$ cat src/rtl/switch_xbar_rr_if.sv
// switch_xbar_rr_if: input-side and output-side req/ack bundle of the crossbar
interface switch_xbar_rr_if #(
  parameter int NUM_PORTS  = 5,
  parameter int DATA_WIDTH = 18,
  parameter int DEST_WIDTH = $clog2(NUM_PORTS)
);
  logic [NUM_PORTS-1:0]            in_req;
  logic [NUM_PORTS*DEST_WIDTH-1:0] in_dest;
  logic [NUM_PORTS*DATA_WIDTH-1:0] in_data;
  logic [NUM_PORTS-1:0]            in_last;
  logic [NUM_PORTS-1:0]            in_ack;
  logic [NUM_PORTS-1:0]            out_req;
  logic [NUM_PORTS*DATA_WIDTH-1:0] out_data;
  logic [NUM_PORTS-1:0]            out_last;
  logic [NUM_PORTS-1:0]            out_ack;
  logic                            err_bad_dest;
  modport master (
    output in_req, in_dest, in_data, in_last, out_ack,
    input  in_ack, out_req, out_data, out_last, err_bad_dest
  );
  modport slave (
    input  in_req, in_dest, in_data, in_last, out_ack,
    output in_ack, out_req, out_data, out_last, err_bad_dest
  );
endinterface

$ cat src/rtl/switch_xbar_rr.sv
// switch_xbar_rr: registered N-port crossbar, per-output round-robin arbiter
// with wormhole locking and a one-flit output register.
module switch_xbar_rr #(
  parameter int NUM_PORTS  = 5,
  parameter int DATA_WIDTH = 18,
  localparam int DEST_WIDTH = $clog2(NUM_PORTS)
) (
  input logic clk,
  input logic rst,
  switch_xbar_rr_if.slave bus
);
  logic [NUM_PORTS-1:0]            lock;
  logic [DEST_WIDTH-1:0]           owner  [NUM_PORTS];
  logic [DEST_WIDTH-1:0]           rr_ptr [NUM_PORTS];
  logic [NUM_PORTS-1:0]            oreq, olast;
  logic [NUM_PORTS*DATA_WIDTH-1:0] odata;
  logic                            err;
  logic [DEST_WIDTH-1:0]           win    [NUM_PORTS];
  logic [NUM_PORTS-1:0]            win_ok, take, owned, ack;
  logic                            bad;
  logic [DEST_WIDTH-1:0]           idx;
  always_comb begin
    owned  = '0;
    win_ok = '0;
    take   = '0;
    ack    = '0;
    bad    = 1'b0;
    idx    = '0;
    for (int o = 0; o < NUM_PORTS; o++) win[o] = '0;
    for (int o = 0; o < NUM_PORTS; o++) if (lock[o]) owned[owner[o]] = 1'b1;
    // inputs mid-packet on some output are excluded from every other arbiter
    for (int o = 0; o < NUM_PORTS; o++) begin
      if (lock[o]) begin
        win[o]    = owner[o];
        win_ok[o] = bus.in_req[owner[o]];
      end else begin
        for (int k = 0; k < NUM_PORTS; k++) begin
          idx = DEST_WIDTH'((int'(rr_ptr[o]) + k) % NUM_PORTS);
          if (!win_ok[o] && bus.in_req[idx] && !owned[idx] &&
              int'(bus.in_dest[int'(idx)*DEST_WIDTH +: DEST_WIDTH]) == o) begin
            win_ok[o] = 1'b1;
            win[o]    = idx;
          end
        end
      end
      take[o] = win_ok[o] && (!oreq[o] || bus.out_ack[o]) && !rst;
      if (take[o]) ack[win[o]] = 1'b1;
    end
    for (int p = 0; p < NUM_PORTS; p++)
      if (bus.in_req[p] && int'(bus.in_dest[p*DEST_WIDTH +: DEST_WIDTH]) >= NUM_PORTS) bad = 1'b1;
  end
  always_ff @(posedge clk or posedge rst) begin
    if (rst) begin
      lock  <= '0;
      oreq  <= '0;
      olast <= '0;
      odata <= '0;
      err   <= 1'b0;
      for (int o = 0; o < NUM_PORTS; o++) begin
        owner[o]  <= '0;
        rr_ptr[o] <= '0;
      end
    end else begin
      err <= err | bad;
      for (int o = 0; o < NUM_PORTS; o++) begin
        if (take[o]) begin
          oreq[o] <= 1'b1;
          odata[o*DATA_WIDTH +: DATA_WIDTH] <= bus.in_data[int'(win[o])*DATA_WIDTH +: DATA_WIDTH];
          olast[o] <= bus.in_last[win[o]];
          if (bus.in_last[win[o]]) begin
            lock[o]   <= 1'b0;
            rr_ptr[o] <= (int'(win[o]) == NUM_PORTS - 1) ? '0 : win[o] + 1'b1;
          end else begin
            lock[o]  <= 1'b1;
            owner[o] <= win[o];
          end
        end else if (bus.out_ack[o]) begin
          oreq[o] <= 1'b0;
        end
      end
    end
  end
  assign bus.in_ack       = ack;
  assign bus.out_req      = oreq;
  assign bus.out_data     = odata;
  assign bus.out_last     = olast;
  assign bus.err_bad_dest = err;
endmodule
$ cat src/flat_wrapper.sv
// flat-port wrapper written by rule: the top's interface ports become plain ports
module switch_xbar_rr_flat 
#(
  parameter int NUM_PORTS  = 5,
  parameter int DATA_WIDTH = 18,
  localparam int DEST_WIDTH = $clog2(NUM_PORTS)
)
  (clk, rst, bus_in_req, bus_in_dest, bus_in_data, bus_in_last, bus_out_ack, bus_in_ack, bus_out_req, bus_out_data, bus_out_last, bus_err_bad_dest);
  switch_xbar_rr_if #(.NUM_PORTS(NUM_PORTS), .DATA_WIDTH(DATA_WIDTH)) bus_i ();
  input logic clk;
  input logic rst;
  input wire logic [$bits(bus_i.in_req)-1:0] bus_in_req;
  input wire logic [$bits(bus_i.in_dest)-1:0] bus_in_dest;
  input wire logic [$bits(bus_i.in_data)-1:0] bus_in_data;
  input wire logic [$bits(bus_i.in_last)-1:0] bus_in_last;
  input wire logic [$bits(bus_i.out_ack)-1:0] bus_out_ack;
  output wire logic [$bits(bus_i.in_ack)-1:0] bus_in_ack;
  output wire logic [$bits(bus_i.out_req)-1:0] bus_out_req;
  output wire logic [$bits(bus_i.out_data)-1:0] bus_out_data;
  output wire logic [$bits(bus_i.out_last)-1:0] bus_out_last;
  output wire logic [$bits(bus_i.err_bad_dest)-1:0] bus_err_bad_dest;
  assign bus_i.in_req = bus_in_req;
  assign bus_i.in_dest = bus_in_dest;
  assign bus_i.in_data = bus_in_data;
  assign bus_i.in_last = bus_in_last;
  assign bus_i.out_ack = bus_out_ack;
  assign bus_in_ack = bus_i.in_ack;
  assign bus_out_req = bus_i.out_req;
  assign bus_out_data = bus_i.out_data;
  assign bus_out_last = bus_i.out_last;
  assign bus_err_bad_dest = bus_i.err_bad_dest;
  switch_xbar_rr #(.NUM_PORTS(NUM_PORTS), .DATA_WIDTH(DATA_WIDTH)) u_core (.clk(clk), .rst(rst), .bus(bus_i));
endmodule
$ cat config.mk
export PLATFORM = sky130hd
export DESIGN_NAME = switch_xbar_rr_flat
export DESIGN_NICKNAME = d
export VERILOG_FILES = /design/src/rtl/switch_xbar_rr_if.sv /design/src/rtl/switch_xbar_rr.sv /design/src/flat_wrapper.sv
export SDC_FILE = /design/constraint.sdc
export NUM_CORES = 1
export LEC_CHECK = 0
export ABC_CLOCK_PERIOD_IN_PS = 11600
export BUFFER_PORTS_ARGS = -buffer_cell sky130_fd_sc_hd__buf_2
export CAP_MARGIN = 0
export CORE_MARGIN = 2
export CORE_UTILIZATION = 45
export DETAILED_ROUTE_END_ITERATION = 10
export PLACE_DENSITY_LB_ADDON = 0.3
export SYNTH_ARGS = -nofsm -noshare
export SYNTH_HDL_FRONTEND = slang
export SYNTH_SLANG_ARGS = --single-unit
export TNS_END_PERCENT = 5
$ cat constraint.sdc
create_clock -name clk -period 11.6 [get_ports clk]
set_clock_uncertainty 0.05 [all_clocks]
set_input_delay 2.32 -clock clk [delete_from_list [all_inputs] [get_ports clk]]
set_output_delay 2.32 -clock clk [all_outputs]
set_load 0.005 [all_outputs]
==> metrics.txt, run 1 <==
total core area=40,600 um2; required time of the critical path=9230 ps; # fillers=3,924; non-filler cells, final=2,941; cell taking the most area after synthesis=dfrtp_1; port buffer count=227; # placed instances=2,900; Root Driver=clkbuf_16; Slew headroom=16.4%; final WL=75.2 mm; Detail Placement HPWL=57.8 mm; iteration count of the initial detailed-routing pass=6; startpoint class of the critical path=flip-flop; largest net degree at the start of global routing=75; final period utilization=87.4%; commonest cells in the netlist=210 x nand2_1, 185 x mux2i_1, 136 x dfrtp_1, 114 x inv_1, 112 x ha_1; antenna violations before repair=15; sequential cell area fraction in the yosys report=18.5%; Avg WL per Cell=25.6 um; I/O Pins=228; CP arrival=7770 ps; number of setup violations in the final report=0; ys async rst share=100%; setup TNS=0 ps; All-Layer GR Usage=34.8%; ys flop type=dfrtp_1; Synth Cell Area=18,400 um2; RSZ-0062 raised after global routing=no; clk buf depth=2; post-route ant nets=0; routability cong.=1.07; Hold Violations, Final=0; #FFs+latches synth=136; most frequent cell after synthesis=nand2_1; first-pass GRT wire length=112 mm; die width=206 um; status=finished clean; Max Clock Freq=98.6 MHz; Area growth, synth to finish=10.8%; share of cells above drive strength 1=17.9%; final count of pins violating max slew=0; Cells after Synth=2,260; post-synthesis cell type count=125; syn_nets=2,496; top cell type's share of synthesized area=18.5%; Post-synth EDFFs=0; worst-margin pin slew=1250 ps; smallest setup slack after layout=1460 ps; hold_buf cts=0; worst hold path class=flip-flop to flip-flop; vias per cell=6.72; Congestion Overflow GR=0; number of DRC markers in iteration 0=2,217; DR vias=19.8k; number of global-route vias before repair=18.9k; Final Util=50.2%; Mean Syn Cell Area=8.13 um2; drc violations=0; Period minus WS final=10,140 ps; area of the multi-input gates=14,000 um2; Worst-Skew Late Latency=450 ps; max cap viols=0; total CTS buffers=17; dominant cells by area after synthesis=dfrtp_1 19%, mux2i_1 10%, ha_1 7.6%; CTS clk-pin slew, worst paths=70 ps; register area=3400 um2; CTS resizes=0; Nets=2,623; Placement Setup Slack=2040 ps; initial core utilization=45.3%; Die Span Y=206 um; Setup CP Type=flip-flop to primary output; CP max FO=24; Post-CTS Setup Repair Bufs=0; clk sink count=136; # H-tree levels=4; CTS tree=yes; Die Area=42,500 um2; Critical Path Sink Type=primary output; num rows=74; YS warnings=0
==> registers in the layout, summed over array words and instances (netlist names) <==
register / cells
u_core.lock: 5
u_core.rr_ptr: 15
u_core.bus.out_last: 5
u_core.owner: 15
u_core.bus.err_bad_dest: 1
u_core.bus.out_req: 5
u_core.bus.out_data: 90
==> final timing paths <==
check	startpoint	to	slack (ps)	depth (start not counted)
setup / recovery	u_core.rr_ptr[9]	bus_in_ack[4]	1460	20
hold / removal	u_core.bus.out_last[0]	u_core.bus.out_last[0]	430	1
setup reg to reg	u_core.rr_ptr[3]	u_core.rr_ptr[4]	4280	19
hold reg to reg	u_core.bus.out_last[0]	u_core.bus.out_last[0]	430	1
max in group asynchronous	rst	u_core.bus.out_data[39]	7930	3
min in group asynchronous	rst	u_core.bus.out_last[1]	2120	2
==> routing by layer <==
layer / track usage (%) / wire (um) / vias up
met1: 43.0 / 29500 / 9530
met2: 55.6 / 33800 / 1105
li1: - / - / 8881
met5: 0 / 81 / -
met4: 21.9 / 5130 / 12
met3: 6.94 / 6710 / 247
==> worst max-delay path: stages, from the launching register on <==
cell and delay (ps):
dfrtp_1 790, inv_1 460, ha_1 740, inv_1 270, ha_1 240, inv_1 50, ha_1 210, nor2b_1 180
a31o_2 200, o211a_1 240, mux2_2 370, mux2_2 310, o2111ai_1 320, a2111oi_0 140, nor3_1 460, a22o_4 360
inv_2 240, nor3_2 1020, a21oi_1 240, o211ai_1 260, buf_2 190
==> placed cells by master, fill, tap and decap left out, types with 18 or more instances in the layout <==
cell type	n
buf_2	227
nand2_1	210
mux2i_1	185
dfrtp_1	136
inv_1	112
ha_1	112
o21ai_0	110
a21oi_1	103
nor2_1	95
nand3_1	84
nor3_1	79
a22oi_1	56
mux2_2	52
and3_1	40
xnor2_1	37
nand2b_1	37
o211ai_1	35
or3_1	31
nor2b_1	28
a31oi_1	25
a21o_1	25
o221ai_1	22
o22ai_1	20
mux4_2	20
o31ai_1	19
a221o_1	19
nor3b_1	18
==> cell families (layout without fill, tap and decap cells) <==
logic type | count (synthesis) | in the layout | share of synthesized area, %
AO/OA/AOI/OAI | 664 | 664 | 26.6
XOR/XNOR | 42 | 42 | 2.04
adder cells (fa/ha/maj) | 114 | 114 | 7.84
buffers and inverters | 257 | 397 | 5.87
flip-flops | 136 | 136 | 18.5
multiplexers | 261 | 261 | 16.0
other | 0 | 9 | 0
AND/OR/NAND/NOR | 786 | 786 | 23.2
==> cell type report <==
cell class	instances	share of cell area [%]
diodes	9	0.111
clock buffers	19	2.17
clock inverters	13	0.890
inverters	125	2.33
multi-input cells	1867	68.5
flip-flops and latches	136	16.7
well taps	532	3.27
repair buffers	240	6.05
==> stage by stage <==
step,hold WS [ps],instance area (um2)
final,428,20400
after global routing,446,20400
after CTS,432,20400
after detailed placement,416,19700
after global placement,409,19700
after floorplan,421,18400
Power of run 1 is not shown: default switching activity piles up to over one toggle a cycle in this logic, so the estimate is an artifact.
==> inputs of run 2 (changes only) <==
- BUFFER_PORTS_ARGS: -buffer_cell sky130_fd_sc_hd__buf_2 -> unset
- DONT_BUFFER_PORTS: unset -> 1
==> metrics.txt, run 2 (synthesis gave the netlist of run 1 again) <==
CP arrival=7680 ps (-90 ps); Congestion Overflow GR=0 (unchanged); final period utilization=86.7% (-0.76 points); Critical Path Sink Type=primary output; max FFs per register=90 (unchanged); antenna violations before repair=0 (-15); Area growth, synth to finish=4.66%; DR vias=19.0k (-4.1%); final WL=74.6 mm (-0.78%); commonest cells after routing, fill and taps aside=210 x nand2_1, 185 x mux2i_1, 136 x dfrtp_1, 112 x inv_1, 112 x ha_1; drc violations=0 (unchanged); CP cell instances=inv_1 -> ha_1 -> inv_1 -> ha_1 -> inv_1 -> ha_1 -> or3_1 -> a21o_1 -> and2_1 -> inv_1 -> ha_1 -> nand2b_1 -> nand3_1 -> o2bb2ai_1 -> nor3_1 -> o22ai_1 -> a41oi_1 -> a211o_1 -> a221oi_1 -> or2_2 -> nand3_1 -> o211ai_1; Slowest-stage cell, CP=nand3_1; CP Buf/Inv Count=4 (-1); Die Span Y=206 um (unchanged); Die Area=42,500 um2 (unchanged); register area=3400 um2 (unchanged); largest net degree at the start of global routing=71 (-5.3%); status=finished clean; initial core utilization=45.3% (unchanged); vias per cell=6.99 (+4.0%); Slew headroom=17.9% (+1.5 points); Root Driver=clkbuf_16; Largest delay share family, worst path=compound AO/OA/AOI/OAI gates; slowest stage delay, CP=810 ps (-210 ps); startpoint class of the critical path=flip-flop; number of global-route vias before repair=17.9k (-5.2%); # H-tree levels=4 (unchanged); CP max FO=20 (-17%); Max Clock Freq=99.5 MHz (+0.88%); total CTS buffers=17 (unchanged); die width=206 um (unchanged); All-Layer GR Usage=34.6% (-0.22 points); Worst-Skew Late Latency=450 ps (about the same); clk buf depth=2 (unchanged); hold_buf cts=0 (unchanged); CTS tree=yes; Nets=2,401 (-8.5%); Post-CTS Setup Repair Bufs=0 (unchanged); Setup CP Type=flip-flop to primary output; Detail Placement HPWL=57.6 mm (-0.28%); worst-margin pin slew=1230 ps (-19.9 ps); total core area=40,600 um2 (unchanged); routability cong.=1.04 (-3.2%); Hold Violations, Final=0 (unchanged); Antenna Cells=0 (-9); final count of pins violating max slew=0 (unchanged); number of DRC markers in iteration 0=2,183 (-1.5%); share of cells above drive strength 1=9.60% (-8.3 points); I/O Pins=228 (unchanged); Avg WL per Cell=27.5 um (+7.7%); first-pass GRT wire length=112 mm (-0.28%); clk sink count=136 (unchanged); commonest non-fill, non-tap cell in the layout=nand2_1; number of setup violations in the final report=0 (unchanged); CTS clk-pin slew, worst paths=70 ps (about the same); worst hold path class=flip-flop to flip-flop; RSZ-0062 raised after global routing=no; iteration count of the initial detailed-routing pass=6 (unchanged); # fillers=3,967 (+1.1%); required time of the critical path=9230 ps (about the same); Period minus WS final=10,050 ps (-88.1 ps); area of the multi-input gates=14,000 um2 (about the same); setup TNS=0 ps (unchanged); port buffer count=0 (-100%); num rows=74 (unchanged); max cap viols=0 (unchanged); post-route ant nets=0 (unchanged); CTS resizes=0 (unchanged)
run 2: cell types whose count changed in the layout (fill, tap and decap cells not counted), sizes merged:
cell and change:
diode -9, buf -222, bufinv -2, clkinvlp +1
clkbuf -2, inv -1, clkinv +4
run 2: layer usage:
| metal | vias to the layer above | part of all wire (%) | track usage [%] |
|---|---|---|---|
| met5 | - | 0 | 0 |
| met4 | 0 | 7.1 | 21.8 |
| met3 | 234 | 11 | 10.8 |
| met2 | 1139 | 45 | 55.0 |
| met1 | 9142 | 37 | 40.4 |
| li1 | 8440 | - | - |
run 2: per-stage QoR:
step | hold WS (ps) | area [um2] | worst slack [ps] | cells | utilization [%]
after floorplan | 421 | 18400 | 3560 | 2260 | -
after global placement | 444 | 18600 | 2320 | 2678 | 45.9
after detailed placement | 444 | 18600 | 2170 | 2678 | 45.9
after CTS | 460 | 19200 | 1640 | 2710 | 47.4
after global routing | 478 | 19200 | 1070 | 2710 | 47.4
final | 454 | 19200 | 1550 | 2710 | 47.4
run 2: cell type report:
cell class	count	share of cell area, %
Sequential cell	136	17.7
Clock inverter	15	0.949
Tap cell	532	3.46
Timing Repair Buffer	18	0.702
Inverter	125	2.46
Multi-Input combinational cell	1867	72.5
Clock buffer	17	2.21
run 2: path summary, 6_finish.rpt:
path	start	to	slack (ps)	cells after the start
worst max-delay path	u_core.rr_ptr[13]	bus_in_ack[4]	1550	22
worst min-delay path	u_core.bus.out_last[0]	u_core.bus.out_last[0]	450	1
worst max register to register	u_core.rr_ptr[13]	u_core.bus.out_data[4]	4300	23
worst min register to register	u_core.bus.out_last[0]	u_core.bus.out_last[0]	450	1
max in group asynchronous	rst	u_core.owner[10]	8230	2
min in group asynchronous	rst	u_core.rr_ptr[11]	1800	1
Power of run 2 is left out for the same reason.
